## config.mk

```make
export PLATFORM = sky130hd
export DESIGN_NAME = bs_cat_ctrl
export DESIGN_NICKNAME = d
export VERILOG_FILES = /design/src/rtl/bs_cat_ctrl.sv
export SDC_FILE = /design/constraint.sdc
export NUM_CORES = 1
export LEC_CHECK = 0
export ABC_AREA = 1
export CAP_MARGIN = 40
export CORE_ASPECT_RATIO = 0.9
export CORE_MARGIN = 2
export CORE_UTILIZATION = 45
export DETAILED_ROUTE_END_ITERATION = 10
export PLACE_DENSITY_LB_ADDON = 0.12
export SYNTH_ARGS = -nofsm -noshare
export SYNTH_HDL_FRONTEND = slang
export SYNTH_SLANG_ARGS = --single-unit
```

## constraint.sdc

```tcl
create_clock -name clk -period 3.2 [get_ports clk]
set_input_delay 0.96 -clock clk [delete_from_list [all_inputs] [get_ports clk]]
set_output_delay 0.96 -clock clk [all_outputs]
set_load 0.02 [all_outputs]
```

## src/rtl/bs_cat_ctrl.sv

```systemverilog
`default_nettype none
// ============================================================================
// Module   : bs_cat_ctrl
// Purpose  : Sequences one zlib stream into the bit-stream concatenator:
//            header, body codes, byte pad, Adler-32, word pad.
// Revision : 1.0 - initial release
// ============================================================================
module bs_cat_ctrl #(
   parameter int DATA_WD = 32,
   parameter int NUMB_WD = 5
) (
   input  logic               clk,
   input  logic               rstn,
   input  logic               start_i,
   input  logic [15:0]        zhdr_i,
   input  logic               body_val_i,
   input  logic [DATA_WD-1:0] body_dat_i,
   input  logic [NUMB_WD-1:0] body_numb_i,
   input  logic               body_last_i,
   output logic               body_rdy_o,
   input  logic               adler_val_i,
   input  logic [31:0]        adler_i,
   output logic               cat_val_o,
   output logic [DATA_WD-1:0] cat_dat_o,
   output logic [NUMB_WD-1:0] cat_numb_o,
   output logic               busy_o,
   output logic               done_o,
   output logic [31:0]        bit_cnt_o
);

   typedef enum logic [2:0] {
      S_IDLE  = 3'd0,
      S_BODY  = 3'd1,
      S_ALIGN = 3'd2,
      S_ADLER = 3'd3,
      S_FLUSH = 3'd4,
      S_DONE  = 3'd5
   } state_e;

   state_e               state_q, state_d;
   logic [4:0]           ptr_q, ptr_d;
   logic [31:0]          bit_cnt_q, bit_cnt_d;
   logic                 cat_val_q, cat_val_d;
   logic [DATA_WD-1:0]   cat_dat_q, cat_dat_d;
   logic [NUMB_WD-1:0]   cat_numb_q, cat_numb_d;
   logic [4:0]           ptr_base;
   logic [31:0]          cnt_base;

   always_comb begin
      state_d    = state_q;
      cat_val_d  = 1'b0;
      cat_dat_d  = '0;
      cat_numb_d = '0;
      ptr_base   = ptr_q;
      cnt_base   = bit_cnt_q;
      case (state_q)
         S_IDLE: begin
            if (start_i) begin
               cat_val_d  = 1'b1;
               cat_dat_d  = DATA_WD'(zhdr_i);
               cat_numb_d = NUMB_WD'(15);
               ptr_base   = '0;
               cnt_base   = '0;
               state_d    = S_BODY;
            end
         end
         S_BODY: begin
            if (body_val_i) begin
               cat_val_d  = 1'b1;
               cat_dat_d  = body_dat_i;
               cat_numb_d = body_numb_i;
               if (body_last_i) state_d = S_ALIGN;
            end
         end
         S_ALIGN: begin
            // Pad with zeros up to the next byte boundary.
            if (ptr_q[2:0] != 3'd0) begin
               cat_val_d  = 1'b1;
               cat_numb_d = NUMB_WD'(3'd7 - ptr_q[2:0]);
            end
            state_d = S_ADLER;
         end
         S_ADLER: begin
            if (adler_val_i) begin
               cat_val_d  = 1'b1;
               cat_dat_d  = DATA_WD'(adler_i);
               cat_numb_d = NUMB_WD'(31);
               state_d    = S_FLUSH;
            end
         end
         S_FLUSH: begin
            // Zero pad to a word boundary so the concatenator flushes its last word.
            if (ptr_q != 5'd0) begin
               cat_val_d  = 1'b1;
               cat_numb_d = NUMB_WD'(5'd31 - ptr_q);
            end
            state_d = S_DONE;
         end
         S_DONE:  state_d = S_IDLE;
         default: state_d = S_IDLE;
      endcase

      ptr_d     = cat_val_d ? (ptr_base + 5'(cat_numb_d) + 5'd1) : ptr_base;
      bit_cnt_d = cat_val_d ? (cnt_base + 32'(cat_numb_d) + 32'd1) : cnt_base;
   end

   always_ff @(posedge clk or negedge rstn) begin
      if (!rstn) begin
         state_q    <= S_IDLE;
         ptr_q      <= '0;
         bit_cnt_q  <= '0;
         cat_val_q  <= 1'b0;
         cat_dat_q  <= '0;
         cat_numb_q <= '0;
      end else begin
         state_q    <= state_d;
         ptr_q      <= ptr_d;
         bit_cnt_q  <= bit_cnt_d;
         cat_val_q  <= cat_val_d;
         cat_dat_q  <= cat_dat_d;
         cat_numb_q <= cat_numb_d;
      end
   end

   assign body_rdy_o = (state_q == S_BODY);
   assign busy_o     = (state_q != S_IDLE);
   assign done_o     = (state_q == S_DONE);
   assign cat_val_o  = cat_val_q;
   assign cat_dat_o  = cat_dat_q;
   assign cat_numb_o = cat_numb_q;
   assign bit_cnt_o  = bit_cnt_q;

endmodule
`default_nettype wire

```

---- Word-level counts from Yosys, hierarchy flattened ----
Index checks and enable logic that the tools add are counted.
word-level totals
  register bits ........................... 78
  bits in latches ......................... 0
  memory bits (writable) .................. 0
  ROM bits ................................ 0
  bits of input ports ..................... 91
  memories ................................ 0
operators by class
  add/sub/neg operators ................... 6
  $mul .................................... 0
  div/mod/pow operators ................... 0
  magnitude comparators ................... 0
  equality and inequality tests ........... 9
  shift-type cells ........................ 0
  multiplexer cells ....................... 27
  bitwise gates (word level) .............. 0
  reductions and logical operators ........ 5
operators by type and width
  operator                                                            number
  32-bit two-way mux                                                  5
  32-bit one-hot mux with 3 select lines                              1
  5-bit two-way mux                                                   7
  32-bit by 1-bit adder with 32-bit output (second input constant)    1
  32-bit by 5-bit adder with 32-bit output                            1
  5-bit one-hot mux with 5 select lines                               1
  16-bit two-way mux                                                  1
  3-bit one-hot mux with 5 select lines                               1
  3-bit two-way mux                                                   4
  2-bit != test (second input constant)                               4
  3-bit by 2-bit == test with 1-bit output (second input constant)    2
  3-bit == test (second input constant)                               2
  3-bit nonzero test                                                  2
  5-bit by 1-bit adder with 5-bit output (second input constant)      1
  5-bit adder                                                         1
  1-bit two-way mux                                                   5
  1-bit one-hot mux with 5 select lines                               1
  5-bit nonzero test                                                  1
  5-bit subtractor (first input constant)                             1
  4-bit two-way mux                                                   1
  4-bit AND reduction                                                 1
  3-bit by 3-bit subtractor with 4-bit output (first input constant)  1
  3-bit by 1-bit == test with 1-bit output (second input constant)    1
  3-bit zero test                                                     1

---- Logic depth before layout (Yosys ltp) ----
Gate-level depths: netlist (run 1).
  depth after elaboration ................. 6
  depth in mapped cells ................... 20

---- Least setup slack after synthesis (run 1) ----
No wires, ideal clock.
  path type ............................... input to register
  from .................................... input port start_i
  to ...................................... register bit_cnt_q[23], in the netlist bit_cnt_o[23]
  setup time .............................. 123 ps
  arrival time ............................ 2773 ps
  path slack .............................. 305 ps
  stages .................................. 15
  path buffers ............................ 2
  cells stage by stage .................... nand3_4 -> inv_2 -> buf_6 -> clkbuf_1 -> nor2_1 -> ha_1 -> a21o_1 -> nand2_1 -> nand2_2 -> nand2_2 -> nand2_4 -> nand2_4 -> nor2_8 -> nand3_1 -> xor2_1
between the ends
  cells in the longest elaborated chain, start to end .. 5
  elaborated cells between the ends (all ways) .. 9
  those cells by class .................... add/sub (2); mux (7)
RTL lines
  element                                                                             RTL line  source
  start: declaration                                                                  14        input logic start_i,
  4-bit two-way mux / 32-bit two-way mux (equally long branches)                      58        if (start_i) begin
  5-bit one-hot mux with 5 select lines / 32-bit two-way mux (equally long branches)  56        case (state_q)
  32-bit by 5-bit adder with 32-bit output                                            104       bit_cnt_d = cat_val_d ? (cnt_base + 32'(cat_numb_d) + 32'd1) : cnt_base;
  32-bit by 1-bit adder with 32-bit output                                            104
  32-bit two-way mux (*)                                                              104
  net bit_cnt_d[23]                                                                   42        logic [31:0] bit_cnt_q, bit_cnt_d;
  end signal: assignment                                                              118       bit_cnt_q <= bit_cnt_d;
  end: declaration                                                                    42
Mark *: on every way through the listed nets, which the timed path passes. The rest lies on a longest branch.
A chain may end at the register's enable or synchronous reset.

---- Final worst setup path (run 1) ----
  from .................................... input port adler_val_i
  to ...................................... register ptr_q[4]
between the ends
  cells in the longest elaborated chain, start to end .. 5
  elaborated cells between the ends (all ways) .. 7
  those cells by class .................... add/sub (2); mux (5)
RTL lines
  element                                 RTL line  source
  start: declaration                      21        input logic adler_val_i,
  5-bit two-way mux                       84        if (adler_val_i) begin
  5-bit one-hot mux with 5 select lines   56
  5-bit adder                             103       ptr_d = cat_val_d ? (ptr_base + 5'(cat_numb_d) + 5'd1) : ptr_base;
  5-bit by 1-bit adder with 5-bit output  103
  5-bit two-way mux (*)                   103
  net ptr_d[4]                            41        logic [4:0] ptr_q, ptr_d;
  end signal: assignment                  117       ptr_q <= ptr_d;
  end: declaration                        41
Marked as above.

==> qor.yml, run 1 <==
routedWlPerCell_microns: 15.33
dieWidth_microns: 109.2
cap_viol_max_count: 0
finalSetupViolCount: 0
cts_max_level: 3
maxSlewHeadroom_pct: 74.04
path_cells: "clkdlybuf4s50_1 -> nand4_2 -> nand2_4 -> a21oi_1 -> o21a_1 -> ha_1 -> fa_1 -> inv_1 -> a21oi_1 -> a21oi_1 -> a21oi_1 -> o21ai_1 -> xnor2_1"
period_minus_slack_ns: 3.004
dpl_worst_slack_ns: -0.1572
routed_wl_microns: 13400
cts_buffer_depth: 2
first_pass_iters: 5
ys_ff_latch: 78
use_met3_pct: 7.341
finClkSkew_ns: 0.01228
p_leak_nw: 3.197
slew_viol_final: 0
gp_congestion: 0.8715
post_cts_buffers: 0
drc: 0
p_per_area_nw_per_um2: 742.7
synthCells: 547
areaGrowthSynthToFinish_pct: 49.05
fp.dieH_microns: 98.71
vias: 4280
coreArea_sq_um: 9699
syn_area_sq_um: 4484
start_util_pct: 46.23
drtAntennaViolNets: 0
critPathMaxStageDelay_ns: 0.50
cp_max_fo: 3
numCtsBuffers: 9
vias_per_cell: 4.897
status: "finished, final reports clean"
ys_async_sr_fraction_pct: 100.0
drive_gt1_share_pct: 14.57
synth_common_cells: "156 x nand2_1, 78 x dfrtp_1, 60 x inv_1"
grt_pass1_wl_microns: 21110
crit_top_cell: "a21oi_1"
min_period_over_period_pct: 93.87
hold_viol: 0
drt-initial-drc-count: 185
synth_fp_nets: 646
cts_tree: "built"
gr-usage-met1_pct: 33.02
ctsHoldBuffers: 0
crit_type: "in2reg"
clk_latency_ns: 0.35
crit_path_top_delay_cell: "clkdlybuf4s50_1"
grt_pass1_vias: 4215
io_pins: 164
cts_root_buf: "clkbuf_8"
worstReg2RegStart: "state_q[2]"
yosysMostFrequentCell: "nand2_1"
ys_warn_count: 0
cts_resized: 0
path_clk_slew_ns: 0.09
worstMarginPinSlew_ns: 0.3895
dieArea_sq_um: 10780
r2r_setup_slack_ns: 0.40
placed_area_sq_um: 6497
track_usage_pct: 25.15
fmax_mhz: 332.9
synth_ff_type: "dfrtp_1"
synth_cell_type_count: 44
yosysTopAreaCell: "dfrtp_1"
cp-start-kind: "primary input"
worstSetupStartpoint: "adler_val_i"
synth_edf_count: 0
arrival_ns: 3.28
rsz0062_at_grt: "false"
antenna_found_initial: 0
synth_top_area_share_pct: 43.53
nets: 842
vdd_ir_drop_max_mv: 0.6708
ys_seq_area_share_pct: 43.53
hp-class: "in2async"
endpoint_kind: "flop"
diodes: 0
worstPathRequired_ns: 3.47
dpl.hpwl_microns: 10480
synth_area_leaders: "dfrtp_1 44%, nand2_1 13%, inv_1 5.0%"
grt_max_degree: 61
finalWorstSetupSlack_ns: 0.1962
grt_overflow: 0
grt_use_met2_pct: 40.90
design_area_sq_um: 6684
grt_busiest_layer: "met2"
syn_area_per_cell_sq_um: 8.198
clock_sinks: 78
post-route-util_pct: 68.91
io_buffers: 163
rows: 34
holdWs_ns: 0.4744
worst paths after layout:
kind	cells after the start	endpoint
hold reg to reg	2	bit_cnt_o[0]
setup / recovery	13	ptr_q[4]
min in group clk	2	bit_cnt_o[0]
setup reg to reg	14	ptr_q[4]
hold / removal	1	ptr_q[0]
max in group asynchronous	2	bit_cnt_o[7]
worst max-delay path, delay by kind of cell:
family                   cells  cell delay [ns]
AO/OA/AOI/OAI                6             0.69
AND/OR/NAND/NOR              2             0.27
adder cells (fa/ha/maj)      2             0.66
XOR/XNOR                     1             0.13
buffers and inverters        2             0.57
flip-flops by register name, indices dropped and copies added, names as in the netlist:
name and flops:
bit_cnt_o 32, cat_dat_o 32, cat_numb_o 5, ptr_q 5, state_q 3, cat_val_o 1
placed cells by master (no fill, tap or decap), types with 3 or more instances in the layout:
cell type	n
nand2_4	10
inv_1	60
nor3_1	9
nor2_2	7
buf_4	36
ha_1	6
clkbuf_8	9
nand2_2	7
a22o_1	16
inv_2	8
nor2_1	50
nand3b_1	3
nor2_8	3
clkdlybuf4s50_1	162
xnor2_1	8
o21ai_0	7
xor2_1	12
nand4_1	8
a21oi_1	8
dfrtp_1	78
a22oi_1	5
nand3_2	5
nand2_1	156
nor2_4	4
nand3_1	38
metal layers:
layer / wire (microns) / share of wire [%] / vias to the layer above
li1: - / - / 2140
met1: 5922 / 44 / 1977
met2: 6071 / 45 / 147
met3: 1189 / 8.9 / 16
met4: 217 / 1.6 / 0
met5: 0 / 0 / -
where the power goes:
part / total (mW) / internal, mW / switching, mW
Clock: 0.693 / 0.291 / 0.401
Sequential: 1.40 / 1.26 / 0.142
Combinational: 2.87 / 1.22 / 1.65
per-stage QoR:
step	power, mW	cells	TNS (ns)
after detailed placement	4.274	857	-2.510
final	4.964	874	0
after floorplan	3.183	547	0
after global routing	5.356	874	0
after global placement	4.209	856	-1.261
after CTS	4.988	873	0
final cells by class:
type                    count  area, sq um
clock buffers               9        123.9
clock inverters             7        55.05
fillers                   799         3015
inverters                  68        255.2
multi-input cells         386         2201
flip-flops and latches     78         1952
well taps                 126        157.7
repair buffers            200         1939
cells by family (layout without fill, tap and decap cells):
logic type / Yosys count / count (layout) / synth area share [%]
and+or+nand+nor: 310 / 310 / 34.96
DFF: 78 / 78 / 43.53
AOI/OAI and AO/OA: 48 / 48 / 7.645
buffers and inverters: 83 / 284 / 7.394
xor gates and xnor gates: 20 / 20 / 3.906
adders and majority gates: 8 / 8 / 2.567
Note: power is estimated with default switching activity, not from simulation.
==> run 2: changes to the inputs <==
Settings changed: CELL_PAD_IN_SITES_DETAIL_PLACEMENT from default to 1, CELL_PAD_IN_SITES_GLOBAL_PLACEMENT from default to 1, CORE_UTILIZATION 45 to 32, CTS_CLUSTER_SIZE from default to 25, HOLD_SLACK_MARGIN from default to 0.08.
==> run 2 against run 1 <==
  * Hold slack improved by 0.071 ns
  * Flip-flop and latch count unchanged
  * Worst setup slack got worse by 0.0063 ns
  * Clock power increased by 62%
  * Design area rose by 6.8%
  * Global-route usage decreased by 2.8 points
  * Sequential power is essentially flat
  * First-iteration DRC count is 5.4% lower
  * Combinational power rose by 8.4%
  * Cell count rose by 9.0%
  * Sequential share of layout area shrank 1.9 points
  * Critical path depth down 1
  * Largest cell class unchanged
==> qor.yml, run 2 (synthesized netlist as in run 1, its figures left out) <==
vdd_ir_drop_max_mv: 0.3706  # -45%
io_pins: 164  # unchanged
maxSlewHeadroom_pct: 69.79  # -4.2 points
vias_per_cell: 4.700  # -4.0%
fin_cells: 953  # +9.0%
grt_max_degree: 48  # -21%
rsz0062_at_grt: "false"
multi_input_area_sq_um: 2210  # +0.40%
worstPathRequired_ns: 3.47  # about the same
hp-class: "reg2reg"
p_leak_nw: 3.410  # +6.7%
crit_type: "in2reg"
dpl_worst_slack_ns: -0.1300  # +0.02722 ns
gp_congestion: 0.8213  # -5.8%
ctsHoldBuffers: 0  # unchanged
drt-initial-drc-count: 175  # -5.4%
r2r.worst_path.cells: 18  # +4
cts_root_buf: "clkbuf_16"
track_usage_pct: 22.34  # -2.8 points
numCtsBuffers: 9  # unchanged
dp.cells: 937  # +9.3%
worstMarginPinSlew_ns: 0.4531  # +0.06365 ns
finClkSkew_ns: 0.007353  # -0.004924 ns
drive_gt1_share_pct: 17.93  # +3.4 points
path_clk_slew_ns: 0.06  # -0.03 ns
cap_viol_max_count: 0  # unchanged
cts_max_level: 3  # unchanged
start_util_pct: 32.38  # -14 points
final_cell_mix: "162 x clkdlybuf4s50_1, 156 x nand2_1, 78 x dfrtp_1, 68 x buf_4, 60 x inv_1"
status: "finished, final reports clean"
dpl.hpwl_microns: 12560  # +20%
first_pass_iters: 4  # -1
io_buffers: 163  # unchanged
cts_tree: "built"
drtAntennaViolNets: 0  # unchanged
cp-start-kind: "primary input"
grt_pass1_vias: 5062  # +20%
dieWidth_microns: 128.8  # +18%
cp_max_fo: 22  # +19
ff_latch_area_sq_um: 1952  # unchanged
fmax_mhz: 332.2  # -0.21%
period_minus_slack_ns: 3.010  # +0.006318 ns
final_common_cell: "clkdlybuf4s50_1"
diodes: 0  # unchanged
fp.dieH_microns: 116.3  # +18%
grt_pass1_wl_microns: 25810  # +22%
min_period_over_period_pct: 94.07  # +0.20 points
slew_viol_final: 0  # unchanged
drc: 0  # unchanged
cts_buffer_depth: 2  # unchanged
finalWorstSetupSlack_ns: 0.1899  # -0.006318 ns
endpoint_kind: "flop"
routed_wl_microns: 15820  # +18%
routedWlPerCell_microns: 16.60  # +8.3%
rows: 41  # +21%
vias: 4479  # +4.6%
dieArea_sq_um: 14980  # +39%
finalSetupViolCount: 0  # unchanged
coreArea_sq_um: 13850  # +43%
grt_overflow: 0  # unchanged
fin_setup_tns_ns: 0  # unchanged
antenna_found_initial: 0  # unchanged
p_per_area_nw_per_um2: 789.8  # +6.3%
clock_sinks: 78  # unchanged
post_cts_buffers: 0  # unchanged
hold_viol: 0  # unchanged
fill_cells: 1662  # +110%
clk_latency_ns: 0.34  # about the same
arrival_ns: 3.28  # about the same
hold_depth: 2
nets: 875  # +3.9%
areaGrowthSynthToFinish_pct: 59.24
[run 2: cell count changes in the layout (fill, tap and decap cells not counted), sizes merged]
cell / delta
buf: +33
inv: -3
bufinv: +2
clkbuf: +2
clkinv: -2
clkinvlp: +1
[run 2: power by group]
part / internal [mW] / leakage (nW) / total [mW] / switching, mW
combinational: 1.35 / 2.22 / 3.11 / 1.76
clock: 0.686 / 0.146 / 1.12 / 0.433
sequential: 1.26 / 1.04 / 1.41 / 0.151
total: 3.30 / 3.41 / 5.64 / 2.34
[run 2: path summary, 6_finish.rpt]
kind / from / endpoint / slack, ns
max in group asynchronous: rstn / cat_dat_o[29] / 2.02
worst min register to register: bit_cnt_o[0] / bit_cnt_o[0] / 0.55
worst min-delay path: bit_cnt_o[0] / bit_cnt_o[0] / 0.55
worst max-delay path: start_i / ptr_q[4] / 0.19
worst max register to register: ptr_q[0] / bit_cnt_o[27] / 0.34
min in group asynchronous: rstn / state_q[2] / 0.56
[run 2: per-stage QoR]
stage	util [%]	hold slack, ns	area, sq um	power [mW]
global route	51.55	0.5805	7141	6.076
floorplan	-	0.5210	4484	3.183
finish	51.55	0.5455	7141	5.639
detailed placement	49.21	0.5337	6815	4.541
CTS	51.49	0.5524	7132	5.711
global placement	49.21	0.5300	6815	4.451
[run 2: cell type report]
class,instances,share of cell area [%]
Inverter,68,3.575
Sequential cell,78,27.33
Timing Repair Buffer,233,30.70
Multi-Input combinational cell,386,30.94
Clock buffer,11,3.259
Tap cell,172,3.014
Clock inverter,5,1.174
[run 2: worst max-delay path, stage by stage]
cell	delay (ns)
clkdlybuf4s50_1	0.46
nand3_4	0.13
buf_4	0.30
nand2_1	0.10
ha_1	0.22
fa_1	0.40
inv_1	0.07
a21oi_1	0.07
a21oi_1	0.23
a21oi_1	0.11
o21ai_1	0.11
xnor2_1	0.13
[run 2: layer usage]
layer | vias up | wire (microns) | global-route usage (%)
li1 | 2204 | - | -
met5 | - | 0 | 0
met1 | 2170 | 6637 | 26.51
met2 | 95 | 8202 | 40.21
met3 | 10 | 816 | 6.963
met4 | 0 | 167 | 4.420
[run 2: repair_timing]
item,4_1_cts,5_1_grt
hold endpoints to repair,0,0
resized for setup,0,1
endpoints found under the setup margin,0,1
==> run 3: changes to the inputs <==
Settings changed: CORE_MARGIN 2 to default.
==> run 3 against run 2 <==
  * Clock skew up 0.0019 ns
  * Die area decreased by 3.2%
  * First-iteration DRC count shrank 46%
  * Largest power group unchanged
  * Via count is 0.98% lower
  * Design area down 2.0%
  * Clock power is 4% lower
  * Sequential power about the same
  * Power is 1.9% lower
  * Critical path type unchanged
  * Sequential share of layout area is 0.57 points higher
  * Fmax grew 0.26%
  * Global-route usage decreased by 0.17 points
  * Non-clock buffer count shrank 15
==> qor.yml, run 3 (synthesized netlist as in run 1, its figures left out) <==
maxSlewHeadroom_pct: 70.36  # +0.57 points
switchingPower_mw: 2.306  # -1.6%
multi_input_area_sq_um: 2201  # -0.40%
vdd_ir_drop_max_mv: 0.3454  # -6.8%
fp.dieH_microns: 114.3  # -1.7%
post-route-util_pct: 51.77  # +0.21 points
critPathBufInv: 3  # unchanged
grt_max_degree: 79  # +65%
crit_type: "in2reg"
clock_sinks: 78  # unchanged
drc: 0  # unchanged
ctsHoldBuffers: 0  # unchanged
numCtsBuffers: 9  # unchanged
p_per_area_nw_per_um2: 791.0  # +0.15%
fmax_mhz: 333.1  # +0.26%
critPathTopFamily: "buffers and inverters"
routedWlPerCell_microns: 16.21  # -2.4%
cts_max_level: 3  # unchanged
final_common_cell: "clkdlybuf4s50_1"
min_period_over_period_pct: 93.82  # -0.25 points
io_pins: 164  # unchanged
diodes: 0  # unchanged
crit_top_cell: "a21oi_1"
grt_overflow: 0  # unchanged
fill_cells: 1637  # -1.5%
coreArea_sq_um: 13510  # -2.4%
dpl.hpwl_microns: 12210  # -2.8%
clk_latency_ns: 0.34  # about the same
post_cts_buffers: 0  # unchanged
endpoint_kind: "flop"
nets: 860  # -1.7%
grt_pass1_vias: 4832  # -4.5%
cts_resized: 0  # unchanged
drive_gt1_share_pct: 16.58  # -1.3 points
placed_area_sq_um: 6685  # -1.9%
fin_setup_tns_ns: 0  # unchanged
p_total_mw: 5.533  # -1.9%
pwr-share-clk_pct: 19.3  # -0.5 points
cap_viol_max_count: 0  # unchanged
p_leak_nw: 3.350  # -1.8%
vias: 4435  # -0.98%
finalWorstSetupSlack_ns: 0.1977  # +0.007857 ns
vias_per_cell: 4.748  # +1.0%
r2r_setup_slack_ns: 0.36  # +0.02 ns
design_area_sq_um: 6995  # -2.0%
grt_pass1_wl_microns: 24540  # -4.9%
r2r.worst_path.cells: 18  # unchanged
gp_congestion: 0.8566  # +4.3%
path_clk_slew_ns: 0.06  # about the same
switching_share_pct: 41.67  # +0.12 points
hold_depth: 2  # unchanged
routed_wl_microns: 15140  # -4.3%
worstMarginPinSlew_ns: 0.4445  # -0.008580 ns
first_pass_iters: 4  # unchanged
path_cells: "clkdlybuf4s50_1 -> nand3_4 -> buf_4 -> nand2_1 -> ha_1 -> fa_1 -> inv_1 -> a21oi_1 -> a21oi_1 -> a21oi_1 -> o21ai_1 -> xnor2_1"
rows: 40  # -2.4%
critPathMaxStageDelay_ns: 0.46  # about the same
track_usage_pct: 22.18  # -0.17 points
ff_latch_area_sq_um: 1952  # unchanged
rsz0062_at_grt: "false"
cts_root_buf: "clkbuf_16"
dieWidth_microns: 126.8  # -1.6%
status: "finished, final reports clean"
cp-start-kind: "primary input"
finClkSkew_ns: 0.009265  # +0.001912 ns
drt-initial-drc-count: 95  # -46%
cts_tree: "built"
power_frac_seq_pct: 25.4  # +0.4 points
crit_path_top_delay_cell: "clkdlybuf4s50_1"
start_util_pct: 33.19  # +0.81 points
period_minus_slack_ns: 3.002  # -0.007857 ns
worst-path-stages: 12  # unchanged
hold_viol: 0  # unchanged
cp_max_fo: 22  # unchanged
drtAntennaViolNets: 0  # unchanged
finalSetupViolCount: 0  # unchanged
cts_buffer_depth: 2  # unchanged
worstPathRequired_ns: 3.46  # about the same
pwr-share-comb_pct: 55.2  # about the same
dpl_worst_slack_ns: -0.1407  # -0.01073 ns
io_buffers: 163  # unchanged
hp-class: "reg2reg"
antenna_found_initial: 0  # unchanged
dieArea_sq_um: 14490  # -3.2%
areaGrowthSynthToFinish_pct: 56.00
final_cell_mix: "162 x clkdlybuf4s50_1, 156 x nand2_1, 78 x dfrtp_1, 60 x inv_1, 54 x buf_4"
arrival_ns: 3.26  # -0.02 ns
intPower_mw: 3.228  # -2.1%
slew_viol_final: 0  # unchanged
[run 3: power by group through the flow]
stage	combinational (mW)	sequential [mW]	clock [mW]
floorplan	1.53	1.65	0
global placement	3.00	1.41	0
detailed placement	3.07	1.43	0
CTS	3.10	1.41	1.10
global route	3.35	1.44	1.13
finish	3.06	1.41	1.07
[run 3: metal layers]
layer	GRT usage, %	up-vias	wire, microns
li1	-	2175	-
met1	26.76	2131	6585
met2	38.16	106	7461
met3	5.187	23	744
met4	9.365	0	352
met5	0	-	0
[run 3: area by class of cell]
type | instances | share of cell area, %
Clock buffer | 11 | 3.613
Clock inverter | 5 | 0.8228
Inverter | 68 | 3.649
Multi-Input combinational cell | 386 | 31.46
Sequential cell | 78 | 27.90
Tap cell | 168 | 3.005
Timing Repair Buffer | 218 | 29.55
[run 3: final timing paths]
kind / from / to
setup / recovery: start_i / ptr_q[4]
hold / removal: bit_cnt_o[0] / bit_cnt_o[0]
hold reg to reg: bit_cnt_o[0] / bit_cnt_o[0]
min in group asynchronous: rstn / state_q[1]
setup reg to reg: ptr_q[0] / bit_cnt_o[27]
max in group asynchronous: rstn / cat_dat_o[3]
[run 3: metrics by stage]
step,instances,hold WS [ns]
floorplan,547,0.5210
finish,934,0.5519
CTS,934,0.5487
global placement,918,0.5224
global route,934,0.5884
detailed placement,918,0.5350
[run 3: worst register-to-register path, cell delays in order (launching register included)]
cell	delay, ns
dfrtp_1	0.41
nor2_1	0.24
nand3_1	0.16
nand2_1	0.11
nand2_2	0.09
a21oi_1	0.22
o21a_1	0.20
inv_1	0.08
ha_1	0.28
a21o_1	0.11
nand2_1	0.07
nand2_2	0.07
nand2_2	0.06
nand2_4	0.09
nand2_4	0.07
nor2_8	0.15
nand2_2	0.10
o21bai_1	0.14
nand2_1	0.06
